===== src/rtl/key_code_gen_pkg.sv =====
// ---------------------------------------------------------------------------
// key_code_gen_pkg : shared constants, code type and code-step helper
// Revision: 1.0
// ---------------------------------------------------------------------------
`default_nettype none

package key_code_gen_pkg;

  localparam int unsigned CNT_MAX_DEFAULT = 1_000_000;
  localparam logic        KEY_IDLE        = 1'b1;
  localparam int          CODE_W          = 3;

  typedef logic [CODE_W-1:0] code_t;

  // Opposing presses in the same cycle cancel; the natural overflow of the
  // 3-bit add/subtract provides the 7->0 and 0->7 wrap.
  function automatic code_t next_code(input code_t code, input logic up, input logic down);
    case ({up, down})
      2'b10:   return code + code_t'(1);
      2'b01:   return code - code_t'(1);
      default: return code;
    endcase
  endfunction

endpackage

`default_nettype wire


===== src/rtl/key_code_gen_filter.sv =====
// ---------------------------------------------------------------------------
// key_code_gen_filter : 2-FF synchronizer, saturating debounce, press pulse
// Revision: 1.0
// ---------------------------------------------------------------------------
`default_nettype none

module key_code_gen_filter
  import key_code_gen_pkg::*;
#(
  parameter int unsigned CNT_MAX = CNT_MAX_DEFAULT
) (
  input  logic clk,
  input  logic rst_n,
  input  logic key_in,
  output logic press
);

  localparam int            CW       = $clog2(CNT_MAX) + 1;
  localparam logic [CW-1:0] CNT_TOP  = CW'(CNT_MAX - 1);
  localparam logic [CW-1:0] CNT_FIRE = CW'(CNT_MAX - 2);

  logic          s1;
  logic          s2;
  logic [CW-1:0] cnt;

  // Counter saturates at CNT_TOP so a held key yields a single pulse.
  always_ff @(posedge clk or negedge rst_n) begin
    if (!rst_n) begin
      s1    <= KEY_IDLE;
      s2    <= KEY_IDLE;
      cnt   <= '0;
      press <= 1'b0;
    end else begin
      s1 <= key_in;
      s2 <= s1;
      if (s2 == KEY_IDLE)
        cnt <= '0;
      else if (cnt < CNT_TOP)
        cnt <= cnt + CW'(1);
      press <= (s2 != KEY_IDLE) && (cnt == CNT_FIRE);
    end
  end

endmodule

`default_nettype wire


===== src/rtl/key_code_gen.sv =====
// ---------------------------------------------------------------------------
// key_code_gen : debounced up/down keys step a wrapping 3-bit decoder code
// Revision: 1.0
// ---------------------------------------------------------------------------
`default_nettype none

module key_code_gen
  import key_code_gen_pkg::*;
#(
  parameter int unsigned CNT_MAX = CNT_MAX_DEFAULT
) (
  input  logic sys_clk,
  input  logic sys_rst_n,
  input  logic key_up_in,
  input  logic key_down_in,
  output logic code_val1,
  output logic code_val2,
  output logic code_val3,
  output logic code_flag
);

  logic  press_up;
  logic  press_down;
  code_t code;

  key_code_gen_filter #(.CNT_MAX(CNT_MAX)) u_filter_up (
    .clk    (sys_clk),
    .rst_n  (sys_rst_n),
    .key_in (key_up_in),
    .press  (press_up)
  );

  key_code_gen_filter #(.CNT_MAX(CNT_MAX)) u_filter_down (
    .clk    (sys_clk),
    .rst_n  (sys_rst_n),
    .key_in (key_down_in),
    .press  (press_down)
  );

  // Flag is registered alongside the code so both appear in the same cycle.
  always_ff @(posedge sys_clk or negedge sys_rst_n) begin
    if (!sys_rst_n) begin
      code      <= '0;
      code_flag <= 1'b0;
    end else begin
      code      <= next_code(code, press_up, press_down);
      code_flag <= press_up ^ press_down;
    end
  end

  assign code_val1 = code[2];
  assign code_val2 = code[1];
  assign code_val3 = code[0];

endmodule

`default_nettype wire

===== config.mk =====
export PLATFORM = sky130hd
export DESIGN_NAME = key_code_gen
export DESIGN_NICKNAME = d
export VERILOG_FILES = /design/src/rtl/key_code_gen_pkg.sv /design/src/rtl/key_code_gen_filter.sv /design/src/rtl/key_code_gen.sv
export SDC_FILE = /design/constraint.sdc
export NUM_CORES = 1
export LEC_CHECK = 0
export ABC_AREA = 1
export CORE_UTILIZATION = 35
export CTS_CLUSTER_DIAMETER = 200
export DETAILED_ROUTE_END_ITERATION = 7
export PLACE_DENSITY = 0.46
export SLEW_MARGIN = 20
export SYNTH_ARGS = -nofsm -noshare
export SYNTH_HDL_FRONTEND = slang
export SYNTH_SLANG_ARGS = --single-unit

===== constraint.sdc =====
create_clock -name sys_clk -period 3.1 [get_ports sys_clk]
set_clock_uncertainty 0.1 [all_clocks]
set_input_delay 0.93 -clock sys_clk [delete_from_list [all_inputs] [get_ports sys_clk]]
set_output_delay 0.93 -clock sys_clk [all_outputs]
set_load 0.02 [all_outputs]

==> results of run 1 <==
[metrics by stage]
step           cells  setup WS (ns)  area [um2]  power, mW  hold slack (ns)
2_1_floorplan    467          1.467        3241     0.7335           0.2452
3_3_place_gp     576          1.114        3415     0.7619           0.2458
3_5_place_dp     576          1.061        3415     0.7625           0.2473
4_1_cts          584         0.7416        3508      1.195           0.2618
5_1_grt          584         0.7053        3508      1.221           0.2649
6_report         584         0.7560        3508      1.169           0.2603
[synthesized netlist by cell type, drive strengths merged (4+ instances only)]
| master | number |
|---|---|
| dfrtp | 48 |
| nand4 | 30 |
| buf | 7 |
| ha | 5 |
| nand2 | 180 |
| dfstp | 4 |
| inv | 45 |
| nand3b | 8 |
| nor2 | 66 |
| xor2 | 14 |
| nand3 | 33 |
| o21ai | 7 |
[path summary, 6_finish.rpt]
kind	from	to	slack, ns	cells past startpoint
max in group asynchronous	sys_rst_n	u_filter_down.cnt[2]	1.81	2
min reg2reg	u_filter_down.s1	u_filter_down.s2	0.26	0
max	code[0]	code_val3	0.76	1
max reg2reg	u_filter_down.cnt[2]	u_filter_down.cnt[17]	1.06	7
min	u_filter_down.s1	u_filter_down.s2	0.26	0
min in group asynchronous	sys_rst_n	u_filter_up.cnt[6]	0.63	2
[sequential cells by signal (all words and copies together) (netlist names)]
register / cells
u_filter_down.s2: 1
u_filter_up.press: 1
code_flag: 1
u_filter_down.cnt: 21
u_filter_up.s1: 1
u_filter_up.cnt: 21
u_filter_up.s2: 1
u_filter_down.s1: 1
u_filter_down.press: 1
code: 3
[report_power, final]
group | switching (mW) | internal, mW
Clock | 0.240 | 0.182
Sequential | 0.0108 | 0.689
Combinational | 0.0339 | 0.0137
[cell families after synthesis]
kind of cell | count (synthesis) | synth area share
xor gates and xnor gates | 17 | 0.04595
DFF | 52 | 0.4031
AOI/OAI and AO/OA | 12 | 0.02007
and+or+nand+nor | 323 | 0.4332
buffers and inverters | 57 | 0.07220
adders and majority gates | 6 | 0.02548
[layout make-up]
type                       count  area, um2  share of cell area
inverter                      47      177.7             0.05064
multi-input combinational    358       1700              0.4847
timing repair buffer          11      95.09             0.02710
clock inverter                 1      7.507            0.002140
sequential                    52       1306              0.3723
clock buffer                   7      86.33             0.02461
tap                          108      135.1             0.03852
[routing by layer]
metal  vias up  track usage
li1       1486            -
met1      1336       0.2769
met2        59       0.2384
met3         4      0.02649
met4         0      0.04707
met5         -            0
==> flow_summary.toml, run 1 <==
[clock_tree]
cts-hold-fix-buffers = 0
cts_resized = 0
cts_root_buf = "clkbuf_8"
cts_tree = "done"
worstSkewPairLatency_ns = 0.31
cts_made_buffers = 5
postCtsSetupBuffers = 0
path_clk_slew_ns = 0.10
clock-sinks = 52
h-tree-depth = 2
clock_path_buffers = 2

[global_routing]
grt_pass1_vias = 2606
grt_pass1_wl_um = 13230
grt-ovfl-total = 0
grt_usage = 0.1735
antenna_found_initial = 0
grt_max_degree = 53

[sta]
setup_tns_ns = 0
fmax_ghz = 0.4266
finalCritPeriodShare = 0.7561
hold_viol = 0
worst_slew_pin_slew_ns = 0.7317
rsz0062_at_grt = "no"
setup_violations = 0
slew_violations = 0
relSlewSlack = 0.5117
min_period_ns = 2.344

[logic_synthesis]
yosysUniqueCellTypes = 28
netlist_area_um2 = 3241
synthFlopType = "dfrtp_1"
ys_warn_count = 0
async_flop_share = 1.000
synthesis.nets = 477
syn_inst = 467
synth_top_cell_area_share = 0.3707
syn_area_per_cell_um2 = 6.939
ys_seq_area_frac = 0.4031
synth_enable_flop_cells = 0
ys_ff_latch = 52
synth_area_leader_cell = "dfrtp_1"
ys_top_cells_by_area = "dfrtp_1 (37%), nand2_1 (21%), nor2_1 (7.5%)"

[place]
place_hpwl_um = 5606
placement.io_buffers = 7
gp_congestion = 0.8004

[floorplanning]
initial_core_util = 0.3662
die_area_um2 = 9648
pin_count = 8
dieWidth_um = 98.23
die_h_um = 98.23
coreArea_um2 = 8848
rows = 34

[critical_path]
cp_max_fo = 3
cp.required_ns = 2.07
cp.arrival_ns = 1.31
cp_top_family = "buffers and inverters"
crit_chain = "clkdlybuf4s50_1"
startpoint_type = "flip-flop"
crit_path_max_incr_delay_ns = 0.61
worst-path-buf-inv = 1
path_class = "reg2out"
crit_slowest_cell = "clkdlybuf4s50_1"
cp-end-kind = "output port"

[finish]
layout_commonest_cell = "nand2_1"
syn2layout_area_growth_pct = 8.262
nFillCells = 979
mostFrequentLayoutCells = "nand2_1 (179), nor2_1 (65), dfrtp_1 (48)"
final_util = 0.3965
drive_gt1_frac = 0.05252
antenna_cells = 0
finalNetCount = 485

[routing]
highest_layer = "met4"
avgRoutedWirePerCell_um = 13.56
detail-route-antenna-nets = 0
met3_length_um = 410
first_pass_iters = 6
drc = 0
first_iter_violations = 209
met1_length_um = 4374
route.met2.wl_um = 3078
vias = 2885
wirelength_um = 7918
vias_per_cell = 4.940

[outcome]
outcome = "complete, no violations"

[run]
maxCapViolCount = 0

[pwr]
vdd_drop_max_uv = 226.1
p_per_area_nw_per_um2 = 333.3
p_leak_nw = 1.628

[min_path]
hold_path.class = "reg2reg"
No activity file was read; power rests on OpenSTA's default activity.
==> inputs of run 2 (changes only) <==
==> constraint.sdc (replaced) <==
create_clock -name sys_clk -period 2.35 [get_ports sys_clk]
set_clock_uncertainty 0.1 [all_clocks]
set_input_delay 0.705 -clock sys_clk [delete_from_list [all_inputs] [get_ports sys_clk]]
set_output_delay 0.705 -clock sys_clk [all_outputs]
set_load 0.02 [all_outputs]
==> flow_summary.toml, run 2 (same netlist as run 1, synthesis figures left out) <==
[outcome]
outcome = "complete, no violations"

[clock_tree]
path_clk_slew_ns = 0.10
cts_resized = 0
cts_root_buf = "clkbuf_8"
postCtsSetupBuffers = 0
clock-sinks = 52
cts_tree = "done"
h-tree-depth = 2
cts_made_buffers = 5
cts-hold-fix-buffers = 0
worstSkewPairLatency_ns = 0.32
clock_path_buffers = 2

[global_routing]
grt_pass1_wl_um = 13390
antenna_found_initial = 0
grt_max_degree = 35
grt-ovfl-total = 0
grt_pass1_vias = 2628
grt_usage = 0.1759

[routing]
first_pass_iters = 6
detail-route-antenna-nets = 0
wirelength_um = 8018
vias_per_cell = 5.007
vias = 2934
drc = 0
first_iter_violations = 162
avgRoutedWirePerCell_um = 13.68

[sta]
min_period_ns = 2.115
worst_slew_pin_slew_ns = 0.6273
finalCritPeriodShare = 0.8999
slew_violations = 0
relSlewSlack = 0.5808
setup_tns_ns = 0
fmax_ghz = 0.4729
rsz0062_at_grt = "no"
hold_viol = 0
setup_violations = 0

[critical_path]
worst-path-buf-inv = 1
cp.required_ns = 1.54
cp-end-kind = "output port"
cp_max_fo = 3
crit_slowest_cell = "clkdlybuf4s50_1"
startpoint_type = "flip-flop"
r2r_slack_ns = 0.34
crit_path_max_incr_delay_ns = 0.61
cp.arrival_ns = 1.31
cp_top_family = "buffers and inverters"
crit_chain = "clkdlybuf4s50_1"
path_class = "reg2out"

[place]
place_hpwl_um = 5752
placement.io_buffers = 7
gp_congestion = 0.8112

[finish]
nFillCells = 955
reg.largest.list = "u_filter_down.cnt: 21 flops, u_filter_up.cnt: 21 flops, code: 3 flops"
mostFrequentLayoutCells = "nand2_1 (179), nor2_1 (65), dfrtp_1 (48)"
multi_input_area_um2 = 1700
drive_gt1_frac = 0.05439
finalNetCount = 487
regArea_um2 = 1306
antenna_cells = 0
layout_commonest_cell = "nand2_1"
syn2layout_area_growth_pct = 8.726

[run]
maxCapViolCount = 0

[floorplanning]
die_h_um = 98.23
pin_count = 8
coreArea_um2 = 8848
dieWidth_um = 98.23
initial_core_util = 0.3662
rows = 34
die_area_um2 = 9648

[pwr]
p_leak_nw = 1.641
p_per_area_nw_per_um2 = 431.8
vdd_drop_max_uv = 203.0
finalPower_mw = 1.521

[min_path]
hold_path.class = "in2async"
[run 2: final timing paths]
kind / cells after the start / end / from
max: 1 / code_val3 / code[0]
min: 1 / u_filter_up.cnt[5] / sys_rst_n
max reg2reg: 7 / u_filter_down.cnt[6] / u_filter_down.cnt[2]
min reg2reg: 0 / u_filter_up.s2 / u_filter_up.s1
max in group asynchronous: 2 / u_filter_down.cnt[15] / sys_rst_n
min in group sys_clk: 0 / u_filter_up.s2 / u_filter_up.s1
[run 2: through the flow]
step	area, um2	setup WS, ns	util	hold WS (ns)	std cells
floorplan	3241	0.7172	-	0.2452	467
global placement	3442	0.4033	0.3890	0.2457	578
detailed placement	3442	0.3334	0.3890	0.2469	578
CTS	3523	0.2198	0.3982	0.2473	586
global route	3523	0.1142	0.3982	0.2527	586
finish	3523	0.2353	0.3982	0.2274	586
[run 2: cell type report]
cell class	instances	share of cell area
multi-input cells	358	0.4826
well taps	108	0.03835
clock inverters	1	0.001420
clock buffers	7	0.02166
flip-flops and latches	52	0.3707
inverters	47	0.05043
repair buffers	13	0.03480
[run 2: per-layer routing]
metal	global-route usage	wire length, um
met1	0.2768	4434
met2	0.2465	3247
met3	0.02935	257
met4	0.04363	78
met5	0	0
[run 2: power breakdown]
| group | total [mW] | switching, mW | leakage, nW | internal, mW |
|---|---|---|---|---|
| sequential | 0.923 | 0.0143 | 0.708 | 0.909 |
| clock | 0.530 | 0.320 | 0.0422 | 0.211 |
| combinational | 0.0678 | 0.0462 | 0.891 | 0.0216 |
==> inputs of run 3 (changes only) <==
--- a/config.mk
+++ b/config.mk
@@ -6,10 +6,12 @@
 export NUM_CORES = 1
 export LEC_CHECK = 0
 export ABC_AREA = 1
+export CELL_PAD_IN_SITES_DETAIL_PLACEMENT = 1
+export CELL_PAD_IN_SITES_GLOBAL_PLACEMENT = 2
 export CORE_UTILIZATION = 35
 export CTS_CLUSTER_DIAMETER = 200
 export DETAILED_ROUTE_END_ITERATION = 7
-export PLACE_DENSITY = 0.46
+export PLACE_DENSITY = 0.74
 export SLEW_MARGIN = 20
 export SYNTH_ARGS = -nofsm -noshare
 export SYNTH_HDL_FRONTEND = slang
==> flow_summary.toml, run 3 (same netlist as run 1, synthesis figures left out) <==
[routing]
first_pass_iters = 6
wirelength_um = 9071
avgRoutedWirePerCell_um = 15.37
drc = 0
vias = 3012
vias_per_cell = 5.105
detail-route-antenna-nets = 0
first_iter_violations = 122

[critical_path]
cp_max_fo = 3
cp-end-kind = "output port"
r2r_cells = 9
worstReg2RegStart = "u_filter_up.cnt[0]"
cp.arrival_ns = 1.30
crit_path_max_incr_delay_ns = 0.61
cp_top_family = "buffers and inverters"
r2r_end = "u_filter_up.cnt[8]"
r2r_slack_ns = 0.49
cp.required_ns = 1.54
path_class = "reg2out"
worst-path-buf-inv = 1
crit_slowest_cell = "clkdlybuf4s50_1"
crit_chain = "clkdlybuf4s50_1"
startpoint_type = "flip-flop"

[finish]
syn2layout_area_growth_pct = 10.58
finalNetCount = 491
drive_gt1_frac = 0.06639
antenna_cells = 0
mostFrequentLayoutCells = "nand2_1 (179), nor2_1 (65), dfrtp_1 (48)"
layout_commonest_cell = "nand2_1"
reg.largest.list = "u_filter_down.cnt: 21 flops, u_filter_up.cnt: 21 flops, code: 3 flops"
stdcell_area_um2 = 3583

[floorplanning]
pin_count = 8
dieWidth_um = 98.23
coreArea_um2 = 8848
rows = 34
die_area_um2 = 9648
initial_core_util = 0.3662
die_h_um = 98.23

[sta]
finalCritPeriodShare = 0.8969
slew_violations = 0
relSlewSlack = 0.6642
fmax_ghz = 0.4745
rsz0062_at_grt = "no"
worst_slew_pin_slew_ns = 0.5038
setup_tns_ns = 0
setup_violations = 0
hold_viol = 0
min_period_ns = 2.108

[run]
maxCapViolCount = 0

[global_routing]
grt_pass1_wl_um = 15550
grt-ovfl-total = 0
grt_pass1_vias = 2987
grt_usage = 0.2054
antenna_found_initial = 0
grt_max_degree = 34

[clock_tree]
cts_tree = "done"
postCtsSetupBuffers = 0
cts_root_buf = "clkbuf_8"
cts_made_buffers = 5
clock_path_buffers = 2
cts_resized = 0
clock-sinks = 52
path_clk_slew_ns = 0.10
cts-hold-fix-buffers = 0
h-tree-depth = 2
worstSkewPairLatency_ns = 0.31

[place]
dpl_cell_area_um2 = 3472
placement.io_buffers = 7
place_hpwl_um = 6816
gp_congestion = 0.8251

[pwr]
vdd_drop_max_uv = 281.4
p_leak_nw = 1.671
p_per_area_nw_per_um2 = 456.0

[min_path]
hold_path.class = "in2async"

[outcome]
outcome = "complete, no violations"
run 3: stage by stage:
step | hold WS [ns] | total power, mW | utilization | instances | setup WS, ns
after floorplan | 0.2452 | 0.9676 | - | 467 | 0.7172
after global placement | 0.2467 | 1.012 | 0.3924 | 582 | 0.5574
after detailed placement | 0.2478 | 1.014 | 0.3924 | 582 | 0.5179
after CTS | 0.2473 | 1.667 | 0.4050 | 590 | 0.2237
after global routing | 0.2657 | 1.696 | 0.4050 | 590 | 0.2019
final | 0.2444 | 1.634 | 0.4050 | 590 | 0.2423
run 3: layer usage:
| layer | up-vias | global-route usage | wire length [um] |
|---|---|---|---|
| met4 | 0 | 0.04478 | 58 |
| met5 | - | 0 | 0 |
| met1 | 1469 | 0.3169 | 4958 |
| met2 | 34 | 0.3039 | 3815 |
| li1 | 1505 | - | - |
| met3 | 4 | 0.02577 | 238 |
run 3: how the worst max path moves through the flow:
stage / startpoint / to / cells after the start
floorplan: u_filter_down.cnt[1] / u_filter_down.cnt[16] / 8
global placement: u_filter_down.cnt[8] / u_filter_down.cnt[18] / 10
detailed placement: u_filter_down.cnt[12] / u_filter_down.cnt[12] / 10
CTS: code[0] / code_val3 / 1
global route: code[1] / code_val2 / 1
finish: code[0] / code_val3 / 1
run 3: final cells by class:
class                   instances  area [um2]
multi-input cells             358        1700
well taps                     108       135.1
fillers                      1156        5265
flip-flops and latches         52        1306
repair buffers                 17       152.6
clock buffers                   5       68.82
clock inverters                 3       42.54
inverters                      47       177.7
run 3: worst reg2reg max path, stage by stage (launching register included):
cell and delay, ns:
dfrtp_1 0.47, nand3_1 0.19, nor2_2 0.25, nand3_1 0.12, nor2_1 0.12, nor2_1 0.07
nor2_1 0.14, buf_4 0.21, nand2_1 0.07, nand2_1 0.07
run 3: power by group:
group | leakage (nW) | internal, mW | switching [mW]
Combinational | 0.909 | 0.0219 | 0.0486
Clock | 0.0541 | 0.316 | 0.323
Sequential | 0.708 | 0.909 | 0.0154
Total | 1.67 | 1.25 | 0.387
